==> src/rtl/conv_pool_pkg.sv <==
// Shared types and helpers for the conv/pool engine: FSM state encoding, tap/quadrant counts,
// accumulator sizing and the ReLU-shift-saturate transfer function.
package conv_pool_pkg;

  typedef enum logic [2:0] {
    StIdle,
    StLdwRd,
    StLdwCap,
    StTapRd,
    StTapAcc,
    StPool,
    StWr,
    StDone
  } state_e;

  localparam int unsigned NTAPS = 9;
  localparam int unsigned NQUAD = 4;

  // Unsigned pixel (DW+1 signed) times signed weight, summed over 9 taps.
  function automatic int unsigned acc_width(input int unsigned dw);
    return 2 * dw + 5;
  endfunction

  function automatic logic [31:0] sat_relu(input logic signed [63:0] acc,
                                           input int unsigned       shift,
                                           input int unsigned       dw);
    logic signed [63:0] s;
    logic signed [63:0] top;
    s   = acc >>> shift;
    top = (64'sd1 <<< dw) - 64'sd1;
    if (s < 0) return '0;
    if (s > top) return top[31:0];
    return s[31:0];
  endfunction

endpackage

==> src/rtl/conv_pool_mac.sv <==
// Weight register file plus signed multiply-accumulate; presents the ReLU/saturated value of
// the current accumulator.
module conv_pool_mac
  import conv_pool_pkg::*;
#(
  parameter int unsigned DW    = 8,
  parameter int unsigned SHIFT = 0
) (
  input  logic          clk_i,
  input  logic          rst_ni,
  input  logic          w_we_i,
  input  logic [3:0]    w_idx_i,
  input  logic [DW-1:0] w_data_i,
  input  logic          acc_en_i,
  input  logic          acc_clr_i,
  input  logic [DW-1:0] pix_i,
  input  logic [3:0]    tap_idx_i,
  output logic [DW-1:0] v_o
);

  localparam int unsigned AccW = acc_width(DW);
  localparam int unsigned PW   = 2 * DW + 1;

  logic signed [DW-1:0]   w_q [NTAPS];
  logic signed [DW-1:0]   w_d [NTAPS];
  logic signed [AccW-1:0] acc_q, acc_d;
  logic signed [DW-1:0]   w_sel;
  logic signed [PW-1:0]   prod;

  always_comb begin
    w_d = w_q;
    if (w_we_i) w_d[w_idx_i] = w_data_i;
    w_sel = w_q[tap_idx_i];
    // Pixel is zero-extended so it multiplies as a non-negative signed value.
    prod  = $signed(PW'({1'b0, pix_i})) * PW'(w_sel);
    acc_d = acc_q;
    if (acc_clr_i) begin
      acc_d = '0;
    end else if (acc_en_i) begin
      acc_d = acc_q + AccW'(prod);
    end
  end

  always_ff @(posedge clk_i or negedge rst_ni) begin
    if (!rst_ni) begin
      w_q   <= '{default: '0};
      acc_q <= '0;
    end else begin
      w_q   <= w_d;
      acc_q <= acc_d;
    end
  end

  always_comb begin
    v_o = DW'(sat_relu(64'(acc_q), SHIFT, DW));
  end

endmodule

==> src/rtl/conv_pool_engine.sv <==
// 3x3 valid convolution, ReLU/saturate and 2x2 stride-2 pooling over a shared single-port memory.
// Define CONV_POOL_AVG_EN for average pooling; max pooling otherwise.
module conv_pool_engine
  import conv_pool_pkg::*;
#(
  parameter int unsigned DW       = 8,
  parameter int unsigned AW       = 8,
  parameter int unsigned IMG_W    = 8,
  parameter int unsigned IMG_H    = 8,
  parameter int unsigned IN_BASE  = 1,
  parameter int unsigned W_BASE   = 65,
  parameter int unsigned OUT_BASE = 128,
  parameter int unsigned SHIFT    = 0
) (
  input  logic          clk,
  input  logic          rst,
  input  logic          start,
  output logic          busy,
  output logic          done,
  output logic          read,
  output logic          write,
  output logic [AW-1:0] addr,
  output logic [DW-1:0] mem_wdata,
  input  logic [DW-1:0] mem_rdata
);

  localparam int unsigned PO_W = (IMG_W - 2) / 2;
  localparam int unsigned PO_H = (IMG_H - 2) / 2;
  localparam int unsigned CW   = $clog2(IMG_W > IMG_H ? IMG_W : IMG_H) + 1;
`ifdef CONV_POOL_AVG_EN
  localparam int unsigned PoolW = DW + 2;
`else
  localparam int unsigned PoolW = DW;
`endif

  state_e           state_q, state_d;
  logic [3:0]       k_q, k_d;
  logic [1:0]       tx_q, tx_d, ty_q, ty_d;
  logic [1:0]       quad_q, quad_d;
  logic [CW-1:0]    px_q, px_d, py_q, py_d;
  logic [PoolW-1:0] pool_q, pool_d;
  logic [CW:0]      cy, cx;
  logic             w_we, acc_en, acc_clr;
  logic [3:0]       tap_idx;
  logic [DW-1:0]    v;

  // Quadrant bit 1 selects the conv row, bit 0 the conv column within the pool window.
  assign cy      = {py_q, quad_q[1]};
  assign cx      = {px_q, quad_q[0]};
  assign tap_idx = 4'(32'(ty_q) * 3 + 32'(tx_q));

  conv_pool_mac #(
    .DW   (DW),
    .SHIFT(SHIFT)
  ) u_mac (
    .clk_i    (clk),
    .rst_ni   (rst),
    .w_we_i   (w_we),
    .w_idx_i  (k_q),
    .w_data_i (mem_rdata),
    .acc_en_i (acc_en),
    .acc_clr_i(acc_clr),
    .pix_i    (mem_rdata),
    .tap_idx_i(tap_idx),
    .v_o      (v)
  );

  always_comb begin
    state_d   = state_q;
    k_d       = k_q;
    tx_d      = tx_q;
    ty_d      = ty_q;
    quad_d    = quad_q;
    px_d      = px_q;
    py_d      = py_q;
    pool_d    = pool_q;
    read      = 1'b0;
    write     = 1'b0;
    addr      = '0;
    mem_wdata = '0;
    busy      = 1'b1;
    done      = 1'b0;
    w_we      = 1'b0;
    acc_en    = 1'b0;
    acc_clr   = 1'b0;
    unique case (state_q)
      StIdle: begin
        busy   = 1'b0;
        k_d    = '0;
        tx_d   = '0;
        ty_d   = '0;
        quad_d = '0;
        px_d   = '0;
        py_d   = '0;
        if (start) state_d = StLdwRd;
      end
      StLdwRd: begin
        read    = 1'b1;
        addr    = AW'(W_BASE + 32'(k_q));
        state_d = StLdwCap;
      end
      StLdwCap: begin
        w_we = 1'b1;
        if (k_q == 4'(NTAPS - 1)) begin
          k_d     = '0;
          state_d = StTapRd;
        end else begin
          k_d     = k_q + 4'd1;
          state_d = StLdwRd;
        end
      end
      StTapRd: begin
        read    = 1'b1;
        addr    = AW'(IN_BASE + (32'(cy) + 32'(ty_q)) * IMG_W + 32'(cx) + 32'(tx_q));
        state_d = StTapAcc;
      end
      StTapAcc: begin
        acc_en  = 1'b1;
        state_d = StTapRd;
        if (tx_q == 2'd2) begin
          tx_d = '0;
          if (ty_q == 2'd2) begin
            ty_d    = '0;
            state_d = StPool;
          end else begin
            ty_d = ty_q + 2'd1;
          end
        end else begin
          tx_d = tx_q + 2'd1;
        end
      end
      StPool: begin
        acc_clr = 1'b1;
`ifdef CONV_POOL_AVG_EN
        pool_d = (quad_q == '0) ? PoolW'(v) : pool_q + PoolW'(v);
`else
        pool_d = (quad_q == '0 || v > pool_q) ? v : pool_q;
`endif
        if (quad_q == 2'(NQUAD - 1)) begin
          quad_d  = '0;
          state_d = StWr;
        end else begin
          quad_d  = quad_q + 2'd1;
          state_d = StTapRd;
        end
      end
      StWr: begin
        write = 1'b1;
        addr  = AW'(OUT_BASE + 32'(py_q) * PO_W + 32'(px_q));
`ifdef CONV_POOL_AVG_EN
        mem_wdata = pool_q[DW+1:2];
`else
        mem_wdata = pool_q;
`endif
        state_d = StTapRd;
        if (px_q == CW'(PO_W - 1)) begin
          px_d = '0;
          if (py_q == CW'(PO_H - 1)) begin
            py_d    = '0;
            state_d = StDone;
          end else begin
            py_d = py_q + CW'(1);
          end
        end else begin
          px_d = px_q + CW'(1);
        end
      end
      StDone: begin
        busy    = 1'b0;
        done    = 1'b1;
        state_d = StIdle;
      end
      default: state_d = StIdle;
    endcase
  end

  always_ff @(posedge clk or negedge rst) begin
    if (!rst) begin
      state_q <= StIdle;
      k_q     <= '0;
      tx_q    <= '0;
      ty_q    <= '0;
      quad_q  <= '0;
      px_q    <= '0;
      py_q    <= '0;
      pool_q  <= '0;
    end else begin
      state_q <= state_d;
      k_q     <= k_d;
      tx_q    <= tx_d;
      ty_q    <= ty_d;
      quad_q  <= quad_d;
      px_q    <= px_d;
      py_q    <= py_d;
      pool_q  <= pool_d;
    end
  end

endmodule

==> config.mk <==
export PLATFORM = sky130hd
export DESIGN_NAME = conv_pool_engine
export DESIGN_NICKNAME = d
export VERILOG_FILES = /design/src/rtl/conv_pool_pkg.sv /design/src/rtl/conv_pool_mac.sv /design/src/rtl/conv_pool_engine.sv
export SDC_FILE = /design/constraint.sdc
export NUM_CORES = 1
export LEC_CHECK = 0
export ABC_AREA = 1
export BUFFER_PORTS_ARGS = -buffer_cell sky130_fd_sc_hd__buf_2
export CAP_MARGIN = 20
export CORE_MARGIN = 2
export CORE_UTILIZATION = 58
export DETAILED_ROUTE_END_ITERATION = 8
export GPL_ROUTABILITY_DRIVEN = 0
export PLACE_DENSITY = 0.9
export REMOVE_ABC_BUFFERS = 1
export SYNTH_ARGS = -nofsm -noshare
export SYNTH_HDL_FRONTEND = slang
export SYNTH_SLANG_ARGS = --single-unit
==> constraint.sdc <==
create_clock -name clk -period 7.11 [get_ports clk]
set_input_delay 1.422 -clock clk [delete_from_list [all_inputs] [get_ports clk]]
set_output_delay 1.422 -clock clk [all_outputs]
set_load 0.02 [all_outputs]
==> results of run 1 <==
## timing repair
item	4_1_cts	5_1_grt
buffers inserted	0	10
hold buffers	0	0
setup endpoints to repair	0	13
resized for setup	0	19
## state kept, by name, indices dropped and copies added (netlist names), 3 cells and up
register     flops
px_q             4
pool_q           8
state_q          3
u_mac.acc_q     21
u_mac.w_q       72
py_q             4
k_q              4
## per-layer routing
layer	GRT usage, %	up-vias	wire length [µm]
met3	5.88	88	1880
met4	13.5	0	983
li1	-	3883	-
met1	36.0	3991	9630
met2	47.4	431	11700
met5	0	-	0
## per-stage QoR
stage | instance area, µm² | hold slack [ns] | instances | util [%] | setup slack (ns)
global placement | 9820 | 0.466 | 1395 | 61.6 | 0.404
CTS | 10400 | 0.486 | 1425 | 65.2 | 0.0796
global route | 10500 | 0.511 | 1436 | 66.0 | -0.0249
floorplan | 9340 | 0.453 | 1141 | - | 0.367
finish | 10500 | 0.484 | 1436 | 66.0 | 0.341
detailed placement | 9820 | 0.473 | 1395 | 61.6 | 0.159
## critical path: cells and delay by family, from the launching register on
kind            cells  cell delay [ns]
compound gates      4             0.62
fa+ha+maj           8             3.77
buf+inv             7             0.84
flops               1             0.42
simple gates       10             1.06
## layout make-up
class	instances	area [µm²]	area share [%]
Multi-Input combinational cell	855	5710	54.2
Sequential cell	122	3050	29.0
Inverter	164	626	5.94
Clock buffer	22	454	4.32
Timing Repair Buffer	48	288	2.73
Tap cell	216	270	2.57
Clock inverter	8	121	1.15
Antenna cell	1	2.50	0.0238
## worst min path at each step
stage                                    from                   endpoint  slack (ns)  cells after the start
global placement    u_mac.w_q[64]$_DFFE_PN0P_  u_mac.w_q[64]$_DFFE_PN0P_        0.47                      2
CTS                 u_mac.w_q[61]$_DFFE_PN0P_  u_mac.w_q[61]$_DFFE_PN0P_        0.49                      2
finish              u_mac.w_q[47]$_DFFE_PN0P_  u_mac.w_q[47]$_DFFE_PN0P_        0.48                      2
global route        u_mac.w_q[48]$_DFFE_PN0P_  u_mac.w_q[48]$_DFFE_PN0P_        0.51                      2
floorplan           u_mac.w_q[63]$_DFFE_PN0P_  u_mac.w_q[63]$_DFFE_PN0P_        0.45                      2
detailed placement  u_mac.w_q[47]$_DFFE_PN0P_  u_mac.w_q[47]$_DFFE_PN0P_        0.47                      2
## cell families (layout without fill, tap and decap cells)
group / Yosys count / count (layout) / share of synthesized area (%)
simple gates: 453 / 453 / 19.5
compound gates: 229 / 229 / 13.2
buf+inv: 198 / 242 / 8.14
fa+ha+maj: 160 / 160 / 25.8
flops: 122 / 122 / 32.2
xor+xnor: 13 / 13 / 1.20
other cells: 0 / 1 / 0
## placed cells by master (no fill, tap or decap), drive strengths merged, types with 3 or more instances in the layout
| cell | instances |
|---|---|
| a22oi | 13 |
| nor2 | 85 |
| ha | 100 |
| inv | 161 |
| nor4 | 4 |
| nor3 | 5 |
| clkinv | 5 |
| a21oi | 56 |
| nand4 | 5 |
| bufinv | 3 |
| buf | 48 |
| o21ai | 136 |
| xnor2 | 3 |
| o21bai | 4 |
| xor2 | 10 |
| dfrtp | 122 |
| fa | 60 |
| o22ai | 7 |
| o221ai | 3 |
| nand2 | 282 |
| clkbuf | 22 |
| clkinvlp | 3 |
| nand3 | 71 |
==> reports/results.ini, run 1 <==
[die]
start_util_pct = 59.6
core_um2 = 15900
die_x_um = 132
die_area_um2 = 17400
floorplan.rows = 46
ios = 31
die_h_um = 132

[placement]
dp_hpwl_um = 17200
port_buffers = 30

[clock_tree]
cts_buffer_depth = 2
htreeDepth = 4
cts_buffers = 17
clock_sinks = 122
clk_pin_slew_ns = 0.06
cts_tree = built
cts_root_buf = clkbuf_16
clock_latency_ns = 0.43

[job]
cap_violations = 0

[critical_path]
endpoint_kind = register
arrival_ns = 7.14
worst_path_most_repeated_cell = fa_1
worstPathRequired_ns = 7.48
critical_path.startpoint = ty_q[0]$_DFFE_PN0P_
r2r-start = ty_q[0]$_DFFE_PN0P_
r2r_slack_ns = 0.34
cp-endpoint = u_mac.acc_q[20]$_DFFE_PN0P_
worstReg2RegEnd = u_mac.acc_q[20]$_DFFE_PN0P_
slowest_stage = fa_1
slowest_delay_ns = 0.59
r2r_cells = 29
start_kind = register
crit_fanout = 12
crit_type = reg2reg

[yosys]
synth_most_common_cell = nand2_1
synth-edff-count = 0
async_flop_share_pct = 100
synth_common_cells = nand2_1, inv_1, o21ai_0
ys.flop_type = dfrtp_1
synthCells = 1175
synth_top_cell_area_share_pct = 32.2
ys_seq_area_share_pct = 32.2
syn_area_um2 = 9490
yosysUniqueCellTypes = 39
ys_top_cells_by_area = dfrtp_1, ha_1, fa_1
avgSynthCellArea_um2 = 8.08
yosys_warnings = 0
yosysTopAreaCell = dfrtp_1
ys_ff_latch = 122

[sta]
clock_skew_ns = 0.0120
report.final.slew_viol_count = 0
final-setup-viol-count = 0
fin_crit_sh_pct = 95.2
tns_ns = 0
clock.fmax_ghz = 0.148
slew_headroom_pct = 32.8
final-hold-violation-count = 0
period_minus_slack_ns = 6.77
tightestPinTransition_ns = 1.01

[global_route]
grt_pass1_vias = 8384
overflow = 0
antenna_found_initial = 1
grt_pass1_wl_um = 40000
grt_max_degree = 71
grtUsageTotal_pct = 28.6

[min_path]
min_path_type = reg2reg

[drt]
drtIter0Drc = 887
wl_per_cell_um = 16.8
viasPerCell = 5.84
first_pass_iters = 6
vias = 8393
drc = 0
drt_wl_total_um = 24200
ant_nets = 0

[status]
status = finished, final reports clean

[final_layout]
nNetsFinal = 1379
layout-drive-gt1-share_pct = 8.29
area_growth_pct = 10.8
final.fill_count = 1231

Power of run 1 is left out: the tool's default activity adds up to more than one toggle a clock period on the data nets, which glitch-free logic cannot reach.
==> run 2, diff against run 1 <==
--- a/config.mk
+++ b/config.mk
@@ -13,6 +13,7 @@
 export DETAILED_ROUTE_END_ITERATION = 8
 export GPL_ROUTABILITY_DRIVEN = 0
 export PLACE_DENSITY = 0.9
+export RECOVER_POWER = 25
 export REMOVE_ABC_BUFFERS = 1
 export SYNTH_ARGS = -nofsm -noshare
 export SYNTH_HDL_FRONTEND = slang
==> run 2 against run 1 <==
  * The run now ends with max-capacitance violations, max-slew violations left
  * Die area stayed put
  * Worst hold slack worse by 0.00078 ns
  * Clock skew rose by 0.0014 ns
  * Sequential share of layout area hardly changed
  * Count of clock-buffer cells in the layout is the same
  * Non-clock buffer count is the same
  * Via count is 0.61% higher
==> reports/results.ini, run 2 (same netlist as run 1, synthesis figures left out) <==
[critical_path]
cp-endpoint = u_mac.acc_q[12]$_DFFE_PN0P_
endpoint_kind = register
worstPathRequired_ns = 7.40
start_kind = register
critical_path.startpoint = tx_q[1]$_DFFE_PN0P_
crit_fanout = 12
worstReg2RegEnd = u_mac.acc_q[12]$_DFFE_PN0P_
r2r-start = tx_q[1]$_DFFE_PN0P_
r2r_slack_ns = 0.31
crit_type = reg2reg
arrival_ns = 7.09
r2r_cells = 26

[final_layout]
final_common_cell = nand2_1
top_regs = u_mac.w_q x72, u_mac.acc_q x21, pool_q x8
largest_reg_flops = 72
final_cells = 1436
nNetsFinal = 1379
layout_common_cells = nand2_1, inv_1, o21ai_0
regMostFlops = u_mac.w_q
area_growth_pct = 10.7
layout-drive-gt1-share_pct = 7.96

[drt]
vias = 8444
first_pass_iters = 6
drtIter0Drc = 858
drc = 0
wl_per_cell_um = 16.7
viasPerCell = 5.88
ant_nets = 0
drt_wl_total_um = 24000

[global_route]
grt_pass1_wl_um = 40000
antenna_found_initial = 1
overflow = 0
grtUsageTotal_pct = 28.6
grt_pass1_vias = 8384
grt_max_degree = 71

[placement]
pre_cts_slack_ns = 0.159
port_buffers = 30
placed_cells = 1395
dp_hpwl_um = 17200

[die]
ios = 31
die_x_um = 132
start_util_pct = 59.6
floorplan.rows = 46
core_um2 = 15900
die_area_um2 = 17400
die_h_um = 132

[clock_tree]
cts_root_buf = clkbuf_16
cts_buffers = 17
htreeDepth = 4
cts_hold_buf = 0
clock_latency_ns = 0.43
cts_tree = built
clock_sinks = 122
clk_pin_slew_ns = 0.05
cts_buffer_depth = 2

[min_path]
min_path_type = reg2reg
hp-start = u_mac.w_q[47]$_DFFE_PN0P_

[job]
cap_violations = 1

[sta]
setup_ws_ns = 0.312
tightestPinTransition_ns = 2.77
clock.fmax_ghz = 0.147
period_minus_slack_ns = 6.80
fin_crit_sh_pct = 95.6
final-hold-violation-count = 0
slew_headroom_pct = -84.5
clock_skew_ns = 0.0134
report.final.slew_viol_count = 54
tns_ns = 0
final-setup-viol-count = 0

[status]
failed_checks = max-capacitance violations, max-slew violations
status = finished with violations

==> run 2: cell count changes in the layout (fill, tap and decap cells not counted), sizes merged <==
cell and delta:
buf -1, clkbuf +1
==> run 2: how the worst min path moves through the flow <==
stage,to,slack (ns),depth (start not counted)
after CTS,u_mac.w_q[61]$_DFFE_PN0P_,0.49,2
after detailed placement,u_mac.w_q[47]$_DFFE_PN0P_,0.47,2
final,u_mac.w_q[47]$_DFFE_PN0P_,0.48,2
after global routing,u_mac.w_q[48]$_DFFE_PN0P_,0.51,2
after global placement,u_mac.w_q[64]$_DFFE_PN0P_,0.47,2
after floorplan,u_mac.w_q[63]$_DFFE_PN0P_,0.45,2
==> run 2: repair_timing <==
item / in CTS / in global routing
resized for setup: 0 / 19
setup endpoints to repair: 0 / 13
buffers inserted: 0 / 10
==> run 2: layout make-up <==
cell class | instances | area (µm²)
diodes | 1 | 2.50
clock buffers | 22 | 454
clock inverters | 8 | 121
fillers | 1235 | 5440
inverters | 164 | 626
multi-input cells | 855 | 5690
flip-flops and latches | 122 | 3050
well taps | 216 | 270
repair buffers | 48 | 284
==> run 2: per-stage QoR <==
| stage | area, µm² | util (%) | hold WS (ns) |
|---|---|---|---|
| floorplan | 9340 | - | 0.453 |
| global placement | 9820 | 61.6 | 0.466 |
| detailed placement | 9820 | 61.6 | 0.473 |
| CTS | 10400 | 65.2 | 0.486 |
| global route | 10500 | 65.9 | 0.511 |
| finish | 10500 | 65.9 | 0.483 |
==> run 2: routing by layer <==
metal / global-route usage (%) / vias up / routed length, µm
met3: 5.88 / 91 / 1990
met2: 47.4 / 487 / 11700
li1: - / 3884 / -
met1: 36.0 / 3982 / 9420
met5: 0 / - / 0
met4: 13.5 / 0 / 961
==> run 2: critical path: stages, from the launching register on <==
cell and delay (ns):
dfrtp_1 0.39, inv_4 0.08, fa_1 0.57, inv_1 0.05, ha_1 0.34, clkinvlp_4 0.28
buf_4 0.24, a21oi_1 0.11, a22oi_1 0.10, nand2_1 0.07, nand3_1 0.13, nand2_1 0.30
nor2_1 0.10, fa_1 0.51, inv_1 0.05, fa_1 0.48, inv_1 0.06, fa_1 0.52
fa_1 0.59, fa_1 0.47, ha_4 0.29, a21oi_2 0.15, nand2_1 0.13, nand3_1 0.09
nand2_1 0.10, o21ai_0 0.36, nand2_1 0.10
Power of run 2 is left out for the same reason.
==> run 3, diff against run 2 <==
--- a/config.mk
+++ b/config.mk
@@ -17,4 +17,5 @@
 export REMOVE_ABC_BUFFERS = 1
 export SYNTH_ARGS = -nofsm -noshare
 export SYNTH_HDL_FRONTEND = slang
+export SYNTH_HIERARCHICAL = 1
 export SYNTH_SLANG_ARGS = --single-unit
==> run 3 against run 2 <==
  * The flow still finishes with violations (max-capacitance violations, max-slew violations)
  * Sequential share of layout area down 0.49 points
  * Core utilization down 0.99 points
  * Wire length up 0.75%
  * Critical path type unchanged
==> reports/results.ini, run 3 <==
[status]
status = finished with violations
failed_checks = max-capacitance violations, max-slew violations

[min_path]
min_path_type = reg2reg
hp-start = pool_q[3]$_DFFE_PN0P_

[sta]
report.final.slew_viol_count = 56
tns_ns = 0
fin_crit_sh_pct = 97.5
final-hold-violation-count = 0
clock.fmax_ghz = 0.144
tightestPinTransition_ns = 3.19
final-setup-viol-count = 0
period_minus_slack_ns = 6.93
slew_headroom_pct = -113
clock_skew_ns = 0.00644

[yosys]
avgSynthCellArea_um2 = 8.07
yosys_warnings = 6
ys_top_cells_by_area = dfrtp_1, ha_1, fa_1
synth_most_common_cell = nand2_1
ys_seq_area_share_pct = 31.5
ys_ff_latch = 122
synth_common_cells = nand2_1, inv_1, o21ai_0
synth_top_cell_area_share_pct = 31.5
synthCells = 1201
yosysTopAreaCell = dfrtp_1
ys.flop_type = dfrtp_1
synth-edff-count = 0
async_flop_share_pct = 100
syn_area_um2 = 9700
yosysUniqueCellTypes = 41

[global_route]
grt_max_degree = 69
overflow = 0
grt_pass1_vias = 8704
grt_pass1_wl_um = 40500
grtUsageTotal_pct = 28.4
antenna_found_initial = 0

[die]
start_util_pct = 58.9
floorplan.rows = 47
core_um2 = 16500
ios = 31
die_x_um = 133
die_area_um2 = 17800
die_h_um = 133

[clock_tree]
cts_buffer_depth = 2
cts_tree = built
cts_hold_buf = 0
clk_pin_slew_ns = 0.06
clock_sinks = 122
htreeDepth = 4
cts_root_buf = clkbuf_16
clock_latency_ns = 0.44
cts_buffers = 17

[final_layout]
stdcell_area_um2 = 10700
regMostFlops = u_mac/w_q
final_common_cell = nand2_1
area_growth_pct = 10.2
layout_common_cells = nand2_1, inv_1, o21ai_0
diodes = 0
layout-drive-gt1-share_pct = 9.38
largest_reg_flops = 72
nNetsFinal = 1405
top_regs = u_mac/w_q x72, u_mac/acc_q x21, pool_q x8

[drt]
wl_per_cell_um = 16.5
first_pass_iters = 6
viasPerCell = 5.86
vias = 8597
ant_nets = 0
drtIter0Drc = 969
drc = 0
drt_wl_total_um = 24200

[critical_path]
start_kind = register
slowest_delay_ns = 0.59
crit_type = reg2reg
crit_fanout = 6
slowest_stage = fa_1
r2r-start = tx_q[1]$_DFFE_PN0P_
arrival_ns = 7.23
worst_path_most_repeated_cell = nand2_1
endpoint_kind = register
critical_path.startpoint = tx_q[1]$_DFFE_PN0P_
worstPathRequired_ns = 7.41
r2r_slack_ns = 0.18

[job]
cap_violations = 1

[placement]
dp_hpwl_um = 17000
placed_area_um2 = 10000
port_buffers = 30

[run 3: cell count changes after synthesis, moves of 11 or more]
cell / change
nor2_1: +25
nand2_1: -31
clkbuf_1: -14
a22oi_1: -13
inv_2: +11
inv_1: +19
[run 3: through the flow]
stage                     setup slack (ns)  instances  util (%)  hold slack [ns]
final                                0.181       1468      64.9            0.470
after global placement               0.544       1430      60.8            0.455
after detailed placement             0.265       1430      60.8            0.459
after floorplan                      0.817       1175         -            0.442
after global routing              -0.00295       1468      64.9            0.497
after CTS                            0.139       1461      64.8            0.473
[run 3: worst paths after layout]
kind,depth (start not counted),endpoint
max reg2reg,31,u_mac/acc_q[14]$_DFFE_PN0P_
min in group asynchronous,1,py_q[0]$_DFFE_PN0P_
min reg2reg,2,pool_q[3]$_DFFE_PN0P_
min,2,pool_q[3]$_DFFE_PN0P_
max,31,u_mac/acc_q[14]$_DFFE_PN0P_
max in group asynchronous,2,u_mac/w_q[60]$_DFFE_PN0P_
[run 3: per-layer routing]
metal / routed length, µm / global-route usage, % / vias up
met5: 0 / 0 / -
met4: 687 / 12.1 / 0
met3: 2250 / 6.47 / 77
met2: 11600 / 46.7 / 477
met1: 9640 / 36.4 / 4096
li1: - / - / 3947
[run 3: cell families after synthesis]
kind of cell	share of synthesized area, %
DFF	31.5
xor gates and xnor gates	0.813
buffers and inverters	9.29
AOI/OAI and AO/OA	12.7
and+or+nand+nor	20.6
adders and majority gates	25.0
[run 3: area by class of cell]
class / instances / area (µm²)
Multi-Input combinational cell: 857 / 5710
Fill cell: 1286 / 5780
Clock buffer: 18 / 439
Inverter: 196 / 753
Clock inverter: 13 / 216
Sequential cell: 122 / 3050
Timing Repair Buffer: 41 / 231
Timing Repair inverter: 1 / 5.00
Tap cell: 220 / 275
[run 3: critical path, delay by kind of cell (launching register included)]
| family | cells | cell delay, ns |
|---|---|---|
| AO/OA/AOI/OAI | 1 | 0.07 |
| adder cells (fa/ha/maj) | 9 | 4.09 |
| flip-flops | 1 | 0.46 |
| buffers and inverters | 9 | 0.98 |
| AND/OR/NAND/NOR | 12 | 1.16 |
[run 3: repair_timing]
action	in CTS	in global routing
gates resized for setup	0	8
setup endpoints to repair	0	10
setup buffers	0	5
Power of run 3 is left out for the same reason.
